### src/rtl/instruction_fetch_controller.sv
// Two-byte instruction fetch sequencer: reads low then high byte at the PC into the IR.
// Optional memory-wait abort is enabled by defining FETCH_TIMEOUT_EN.
//
// state  | meaning
// IDLE   | waiting for fetch_req, pc_load allowed
// REQ_LO | reading low byte at pc
// REQ_HI | reading high byte at pc
// DONE   | one-cycle fetch_done pulse
module instruction_fetch_controller #(
   parameter int TIMEOUT_CYCLES = 15
) (
   input  logic        clock,
   input  logic        reset,
   input  logic        fetch_req,
   input  logic        pc_load,
   input  logic [15:0] pc_load_value,
   input  logic [7:0]  mem_data,
   input  logic        mem_valid,
   output logic        mem_rd,
   output logic [15:0] mem_addr,
   output logic        ir_write,
   output logic        ir_high_sel,
   output logic [7:0]  ir_data,
   output logic        busy,
   output logic        fetch_done,
   output logic        fetch_error
);

   localparam logic [1:0] S_IDLE   = 2'd0;
   localparam logic [1:0] S_REQ_LO = 2'd1;
   localparam logic [1:0] S_REQ_HI = 2'd2;
   localparam logic [1:0] S_DONE   = 2'd3;

   logic [1:0]  state_q, state_d;
   logic [15:0] pc_q, pc_d;
   logic [15:0] start_pc_q, start_pc_d;
   logic        in_req;
   logic        abort;

   assign in_req = (state_q == S_REQ_LO) || (state_q == S_REQ_HI);

`ifdef FETCH_TIMEOUT_EN
   localparam int CW = $clog2(TIMEOUT_CYCLES + 1);
   logic [CW-1:0] wait_cnt_q, wait_cnt_d;

   // Abort wins over a late mem_valid in the same cycle, so no IR write happens.
   assign abort = in_req && (wait_cnt_q == CW'(TIMEOUT_CYCLES));

   always_comb begin
      wait_cnt_d = wait_cnt_q;
      if ((state_d != state_q) || !in_req) begin
         wait_cnt_d = '0;
      end else if (!mem_valid) begin
         wait_cnt_d = wait_cnt_q + CW'(1);
      end
   end

   always_ff @(posedge clock or posedge reset) begin
      if (reset) begin
         wait_cnt_q <= '0;
      end else begin
         wait_cnt_q <= wait_cnt_d;
      end
   end
`else
   assign abort = 1'b0;
`endif

   always_comb begin
      state_d    = state_q;
      pc_d       = pc_q;
      start_pc_d = start_pc_q;
      case (state_q)
         S_IDLE: begin
            if (pc_load) begin
               pc_d = pc_load_value;
            end else if (fetch_req) begin
               start_pc_d = pc_q;
               state_d    = S_REQ_LO;
            end
         end
         S_REQ_LO, S_REQ_HI: begin
            if (abort) begin
               pc_d    = start_pc_q;
               state_d = S_IDLE;
            end else if (mem_valid) begin
               pc_d    = pc_q + 16'd1;
               state_d = (state_q == S_REQ_LO) ? S_REQ_HI : S_DONE;
            end
         end
         default: begin
            state_d = S_IDLE;
         end
      endcase
   end

   always_ff @(posedge clock or posedge reset) begin
      if (reset) begin
         state_q    <= S_IDLE;
         pc_q       <= 16'h0000;
         start_pc_q <= 16'h0000;
      end else begin
         state_q    <= state_d;
         pc_q       <= pc_d;
         start_pc_q <= start_pc_d;
      end
   end

   assign mem_rd      = in_req;
   assign mem_addr    = pc_q;
   assign ir_write    = in_req && mem_valid && !abort;
   assign ir_high_sel = (state_q == S_REQ_HI);
   assign ir_data     = mem_data;
   assign busy        = (state_q != S_IDLE);
   assign fetch_done  = (state_q == S_DONE);
   assign fetch_error = abort;

endmodule

### config.mk
export PLATFORM = sky130hd
export DESIGN_NAME = instruction_fetch_controller
export DESIGN_NICKNAME = d
export VERILOG_FILES = /design/src/rtl/instruction_fetch_controller.sv
export SDC_FILE = /design/constraint.sdc
export NUM_CORES = 1
export LEC_CHECK = 0
export CORE_MARGIN = 1
export CORE_UTILIZATION = 41
export CTS_CLUSTER_SIZE = 8
export DETAILED_ROUTE_END_ITERATION = 7
export GPL_ROUTABILITY_DRIVEN = 0
export GPL_TIMING_DRIVEN = 1
export PLACE_DENSITY = 0.8
export SYNTH_ARGS = -nofsm -noshare
export SYNTH_HDL_FRONTEND = slang
export SYNTH_SLANG_ARGS = --single-unit
### constraint.sdc
create_clock -name clock -period 2.4 [get_ports clock]
set_input_delay 0.36 -clock clock [delete_from_list [all_inputs] [get_ports clock]]
set_output_delay 0.36 -clock clock [all_outputs]
set_load 0.05 [all_outputs]
* Word level (Yosys, flattened, before mapping) *
Cells that the tools add are included.

word-level totals
  bits in registers = 18
  input bits = 29
  word-level logic and storage cells = 26

cells by class
  $add $sub $neg = 1
  eq/ne operators = 7
  mux-type cells = 8
  reductions and logical operators = 8

operator list
  kind                     number
  $mux W16                 2
  $pmux W16 S2             1
  $add A16 B1 Y16 const B  1
  $ne A2 B2 Y1 const B     4
  $mux W2                  3
  $reduce_and A3 Y1        2
  $eq A2 B2 Y1 const B     2
  $pmux W2 S2              1
  $reduce_bool A2 Y1       2
  $eq A2 B1 Y1 const B     1
  $logic_not A2 Y1         1
  $reduce_or A2 Y1         1
  $logic_and A1 B1 Y1      1
  $logic_or A1 B1 Y1       1
  $mux W1                  1

* Longest topological paths before layout *
Gate-level depths: netlist of the first run.

  depth in word-level cells = 4
  mapped depth = 8

* Worst setup path before layout of the first run *
OpenSTA, ideal clock, no wires.

  path kind = register to register
  start point = register state_q[1]
  end point = register pc_q[15] (netlist: mem_addr[15])
  library setup time = 0.072 ns
  arrival time = 2.314 ns
  path slack = 0.014 ns
  cell stages (with the launch flop) = 8
  buffers on the path = 1
  period minus slack after synthesis = 2.386 ns
  cells stage by stage = dfrtp_1 -> inv_1 -> ha_1 -> buf_2 -> and2_1 -> nand2_1 -> or4_1 -> nand4_1

on the way
  word-level cells in the longest chain between the ends = 4
  elaborated cells between the ends (all ways) = 9

RTL lines
  element                                                              line  text
  start: declaration                                                   34    logic [1:0] state_q, state_d;
  start signal: assignment                                             103   state_q <= state_d;
  $eq A2 B2 Y1 / $eq A2 B1 Y1 (equally long branches)                  73    case (state_q)
  $reduce_or A2 Y1                                                     73
  $ne A2 B2 Y1 (no line) / $reduce_bool A2 Y1 (equally long branches)  -
  $reduce_and A3 Y1 (no line)                                          -
  end signal: assignment                                               104   pc_q <= pc_d;
  end: declaration                                                     35    logic [15:0] pc_q, pc_d;

Several ways; a longest one is shown, not always the timed one.
A chain may end at the register's enable or synchronous reset.

* Final worst setup path of the first run *
  start point = register state_q[1]
  end point = output port busy

on the way
  word-level cells in the longest chain between the ends = 1

RTL lines
  element             line  text
  $reduce_bool A2 Y1  114   assign busy = (state_q != S_IDLE);
  end: declaration    24    output logic busy,

Every way passes these cells.

==> results.sh, run 1 <==
export IMPL_clock_fmax_ghz=0.4460
export IMPL_cts_buffers=3
export IMPL_violations="DRC"
export IMPL_rrSetupSlack_ns=0.21
export IMPL_die_area_um2=3280
export IMPL_highest_layer="met4"
export IMPL_cts_resized_gates=0
export IMPL_syn_area_per_cell_um2=8.463
export IMPL_cts_tree="done"
export IMPL_core_region_area_um2=2829
export IMPL_crit_fanout=5
export IMPL_nNetsFinal=212
export IMPL_cap_violations=0
export IMPL_cp_end_kind="output pin"
export IMPL_io_pins=59
export IMPL_seq_area_frac_synth=0.3596
export IMPL_die_w_um=57.27
export IMPL_area_growth_pct=31.17
export IMPL_grt_util_all_layers=0.2170
export IMPL_clockBufferDepth=2
export IMPL_wirelength_met1_um=1411
export IMPL_firstDrtPassIters=7
export IMPL_status="finished, violations left"
export IMPL_drive_above_1_share=0.05650
export IMPL_finalHoldViolations=0
export IMPL_required_ns=2.04
export IMPL_synth_top_area_share=0.3596
export IMPL_syn_nets=181
export IMPL_gr_total_overflow=0
export IMPL_setup_worst_path_start_class="flop"
export IMPL_rsz0062_at_grt="false"
export IMPL_fin_worst_skew_ns=0.003198
export IMPL_htree_levels=1
export IMPL_yosysUniqueCellTypes=36
export IMPL_setup_violations=0
export IMPL_wl_per_cell_um=15.96
export IMPL_cts_hold_buf=0
export IMPL_start_util=0.4427
export IMPL_cts_root_buf="clkbuf_4"
export IMPL_clk_pin_slew_worst_paths_ns=0.10
export IMPL_max_slew_margin_rel=0.5354
export IMPL_cts_setup_buffers=0
export IMPL_drtIter0Drc=48
export IMPL_syn_inst=148
export IMPL_die_y_um=57.27
export IMPL_drv_slew=0
export IMPL_min_period_ns=2.242
export IMPL_grt_pass1_wl_um=5464
export IMPL_tightest_slew_ns=0.6961
export IMPL_drc_errors=6
export IMPL_diodes=0
export IMPL_reg2reg_from="state_q[1]$_DFFE_PP0P_"
export IMPL_wl_met3_um=260
export IMPL_antenna_found_initial=0
export IMPL_synth_area_leaders="dfrtp_1 36%, a21oi_1 8.0%, a2bb2oi_1 5.6%, buf_4 5.4%, nand3_1 4.8%"
export IMPL_finalCritPeriodShare=0.9343
export IMPL_arrival_ns=1.88
export IMPL_rr_endpoint="mem_addr[11]$_DFFE_PP0P_"
export IMPL_drtAntennaViolNets=0
export IMPL_ys_seq_elements=18
export IMPL_dp_hpwl_um=2449
export IMPL_critPathKind="reg -> out"
export IMPL_insertion_delay_ns=0.30
export IMPL_synth_area_leader_cell="dfrtp_1"
export IMPL_syn_cell_area_um2=1252
export IMPL_portBuffers=41
export IMPL_grt_pass1_vias=1203
export IMPL_dr_wl_met2_um=1615
export IMPL_hold_path_class="in -> async"
export IMPL_synth_warning_count=0
export IMPL_tns_ns=0
export IMPL_clock_sinks=18
export IMPL_viasPerCell=5.957
export IMPL_num_fill_cells=255
export IMPL_fp_row_count=19
export IMPL_vias=1239
export IMPL_rr_worst_depth=7
export IMPL_grt_max_degree=24
export IMPL_finalWirelength_um=3319
[area by class of cell]
cell class	count	area, um2	share of cell area
Sequential cell	18	450.4	0.2742
Inverter	6	22.52	0.01371
Timing Repair Buffer	43	445.4	0.2711
Multi-Input combinational cell	107	663.1	0.4037
Tap cell	31	38.79	0.02361
Clock buffer	3	22.52	0.01371
[kinds of logic after synthesis]
family	after synthesis	synth area share
other	1	0.002994
DFF	18	0.3596
and+or+nand+nor	47	0.2028
AOI/OAI and AO/OA	51	0.2508
muxes	4	0.03297
buffers and inverters	23	0.1109
adders and majority gates	4	0.03996
[flip-flops by register name (all words and copies together) (netlist names)]
signal and cells:
state_q 2, mem_addr 16
[synth_stat cells (all sizes together)]
master,count
a21oi,20
dfrtp,18
buf,14
nand2,12
nand3,12
o21ai,9
a2bb2oi,8
o22ai,7
inv,5
nand4,5
and3,4
ha,4
nor2,4
clkbuf,3
mux2i,3
and2,2
and4,2
or3,2
a211oi,1
clkinv,1
conb,1
mux2,1
nand2b,1
nor3,1
nor4,1
o211ai,1
o21a,1
o21bai,1
o31ai,1
o32ai,1
o41ai,1
or4,1
[worst max-delay path, stage by stage, from the launching register on]
cell and delay, ns:
dfrtp_1 0.41, inv_1 0.06, ha_1 0.22, inv_1 0.09
clkdlybuf4s50_1 0.80
[layout by cell type (no fill, tap or decap), types with 5 or more instances in the layout]
| cell type | count |
|---|---|
| dfrtp_1 | 18 |
| nand3_1 | 12 |
| a2bb2oi_1 | 8 |
| inv_1 | 5 |
| a21oi_1 | 20 |
| nand4_1 | 5 |
| clkdlybuf4s50_1 | 39 |
| o22ai_1 | 7 |
| nand2_1 | 11 |
| o21ai_0 | 9 |
[worst max-delay path by stage]
| stage | from | end | slack, ns |
|---|---|---|---|
| after floorplan | state_q[1]$_DFFE_PP0P_ | mem_addr[15]$_DFFE_PP0P_ | 0.01 |
| after global placement | mem_valid | mem_addr[2]$_DFFE_PP0P_ | 0.34 |
| final | state_q[1]$_DFFE_PP0P_ | busy | 0.16 |
| after detailed placement | state_q[1]$_DFFE_PP0P_ | mem_addr[11]$_DFFE_PP0P_ | 0.31 |
| after CTS | state_q[1]$_DFFE_PP0P_ | busy | 0.15 |
| after global routing | state_q[0]$_DFFE_PP0P_ | busy | 0.06 |
[through the flow]
step	util	area, um2	hold slack, ns	setup slack [ns]	std cells
after floorplan	-	1252	0.2986	0.01439	148
after CTS	0.5807	1643	0.4859	0.1476	208
after global routing	0.5807	1643	0.5394	0.05898	208
after detailed placement	0.5728	1620	0.5244	0.3117	205
after global placement	0.5728	1620	0.5123	0.3399	205
final	0.5807	1643	0.4574	0.1576	208
[per-layer routing]
metal,track usage,up-vias
met5,0,-
met4,0.05226,0
met3,0.05442,4
met2,0.3731,63
met1,0.2746,569
li1,-,603
Power of run 1 is left out: the tool's default activity adds up to more than one toggle a clock period on the data nets, which glitch-free logic cannot reach.
==> run 2: changes to the inputs <==
--- a/config.mk
+++ b/config.mk
@@ -6,12 +6,12 @@
 export NUM_CORES = 1
 export LEC_CHECK = 0
 export CORE_MARGIN = 1
-export CORE_UTILIZATION = 41
+export CORE_UTILIZATION = 37
 export CTS_CLUSTER_SIZE = 8
 export DETAILED_ROUTE_END_ITERATION = 7
 export GPL_ROUTABILITY_DRIVEN = 0
 export GPL_TIMING_DRIVEN = 1
-export PLACE_DENSITY = 0.8
+export PLACE_DENSITY = 0.76
 export SYNTH_ARGS = -nofsm -noshare
 export SYNTH_HDL_FRONTEND = slang
 export SYNTH_SLANG_ARGS = --single-unit
==> constraint.sdc (replaced) <==
create_clock -name clock -period 1.9 [get_ports clock]
set_input_delay 0.285 -clock clock [delete_from_list [all_inputs] [get_ports clock]]
set_output_delay 0.285 -clock clock [all_outputs]
set_load 0.05 [all_outputs]
==> run 2 against run 1 <==
Compared with the run above: the run now ends clean; setup slack got worse by 0.095 ns; routed wire length is 4.9% lower; cell count rose by 9.1%; sequential share of layout area decreased by 1.1 points.
==> results.sh, run 2 (synthesized netlist as in run 1, its figures left out) <==
export IMPL_status="finished clean"
export IMPL_dp_cells=222
export IMPL_cts_hold_buf=0
export IMPL_cts_root_buf="clkbuf_4"
export IMPL_rsz0062_at_grt="false"
export IMPL_insertion_delay_ns=0.28
export IMPL_max_slew_margin_rel=0.6655
export IMPL_setup_worst_path_start_class="flop"
export IMPL_cap_violations=0
export IMPL_crit_fanout=24
export IMPL_dp_hpwl_um=2371
export IMPL_final_common_cell="clkdlybuf4s50_1"
export IMPL_portBuffers=41
export IMPL_min_period_ns=1.837
export IMPL_finalCritPeriodShare=0.9668
export IMPL_drv_slew=0
export IMPL_place_area_um2=1659
export IMPL_clk_pin_slew_worst_paths_ns=0.10
export IMPL_grt_pass1_vias=1218
export IMPL_die_w_um=60.18
export IMPL_area_growth_pct=36.66
export IMPL_drtIter0Drc=64
export IMPL_clock_fmax_ghz=0.5444
export IMPL_busiest_layer="met2"
export IMPL_core_region_area_um2=3128
export IMPL_critPathKind="reg -> out"
export IMPL_diodes=0
export IMPL_grtUsageMet1=0.2490
export IMPL_cpPeakStageDelay_ns=0.37
export IMPL_cpMaxStageDelayCell="dfrtp_1"
export IMPL_antenna_found_initial=0
export IMPL_start_util=0.4004
export IMPL_largest_reg_flops=16
export IMPL_finalHoldViolations=0
export IMPL_grtUsageMet3=0.03030
export IMPL_cts_buffers=3
export IMPL_cp_end_kind="output pin"
export IMPL_cpLargestDelayFamily="buffers and inverters"
export IMPL_drc_errors=0
export IMPL_fin_worst_skew_ns=0.0009593
export IMPL_arrival_ns=1.55
export IMPL_gr_total_overflow=0
export IMPL_htree_levels=1
export IMPL_tightest_slew_ns=0.5010
export IMPL_grt_util_all_layers=0.1946
export IMPL_layout_cells_most_common_list="27 x clkdlybuf4s50_1, 20 x a21oi_1, 18 x dfrtp_1"
export IMPL_path_buf_inv=3
export IMPL_hold_path_class="in -> async"
export IMPL_fp_row_count=20
export IMPL_cts_tree="done"
export IMPL_nNetsFinal=217
export IMPL_viasPerCell=5.568
export IMPL_cp_cell_sequence="inv_1 -> ha_4 -> buf_6 -> and2_4 -> buf_12"
export IMPL_grt_pass1_wl_um=5354
export IMPL_fin_cells=227
export IMPL_clockBufferDepth=2
export IMPL_clock_sinks=18
export IMPL_drive_above_1_share=0.1585
export IMPL_drtAntennaViolNets=0
export IMPL_finalWirelength_um=3155
export IMPL_vias=1264
export IMPL_wl_per_cell_um=13.90
export IMPL_setup_violations=0
export IMPL_gr_usage_met2=0.3328
export IMPL_tns_ns=0
export IMPL_io_pins=59
export IMPL_required_ns=1.62
export IMPL_grt_max_degree=25
export IMPL_firstDrtPassIters=4
export IMPL_die_area_um2=3622
export IMPL_die_y_um=60.18
export IMPL_final_area_um2=1712
run 2: cell count changes in the layout (fill, tap and decap cells not counted), moves of 2 or more:
cell             before  now
buf_4                 2   15
and2_1                2    0
dlymetal6s2s_1        0    2
clkdlybuf4s50_1      39   27
run 2: what timing repair did:
item	4_1_cts	5_1_grt
endpoints found under the setup margin	7	5
resized for setup	3	2
buffers inserted	0	1
run 2: path summary, 6_finish.rpt:
kind / start / endpoint / slack (ns) / cells after the start
worst max register to register: state_q[0]$_DFFE_PP0P_ / mem_addr[5]$_DFFE_PP0P_ / 0.08 / 6
worst max-delay path: state_q[0]$_DFFE_PP0P_ / ir_write / 0.06 / 5
worst min register to register: mem_addr[15]$_DFFE_PP0P_ / mem_addr[15]$_DFFE_PP0P_ / 0.55 / 2
worst min-delay path: reset / state_q[0]$_DFFE_PP0P_ / 0.32 / 3
min in group clock: mem_addr[15]$_DFFE_PP0P_ / mem_addr[15]$_DFFE_PP0P_ / 0.55 / 2
max in group asynchronous: reset / mem_addr[8]$_DFFE_PP0P_ / 1.38 / 3
run 2: through the flow:
stage / utilization / hold WS, ns / setup WS (ns)
floorplan: - / 0.2236 / 0.001054
global placement: 0.5304 / 0.5058 / 0.06684
detailed placement: 0.5304 / 0.5391 / -0.0007898
CTS: 0.5432 / 0.3200 / 0.01152
global route: 0.5472 / 0.3479 / 0.001391
finish: 0.5472 / 0.3172 / 0.06311
run 2: worst reg2reg max path, delay by kind of cell (launching register included):
family          cells  cell delay [ns]
flops               1             0.37
buf+inv             1             0.09
simple gates        2             0.46
fa+ha+maj           1             0.29
mux                 1             0.35
compound gates      1             0.14
run 2: layout make-up:
cell class	instances	area (um2)
sequential	18	450.4
timing repair buffer	48	467.9
tap	44	55.05
multi-input combinational	107	679.4
clock buffer	4	36.28
inverter	6	22.52
fill	273	1416
run 2: routing by layer:
layer | up-vias | part of all wire
li1 | 611 | -
met4 | 0 | 0.0073
met5 | - | 0
met1 | 598 | 0.43
met3 | 2 | 0.071
met2 | 53 | 0.49
Power of run 2 is left out for the same reason.
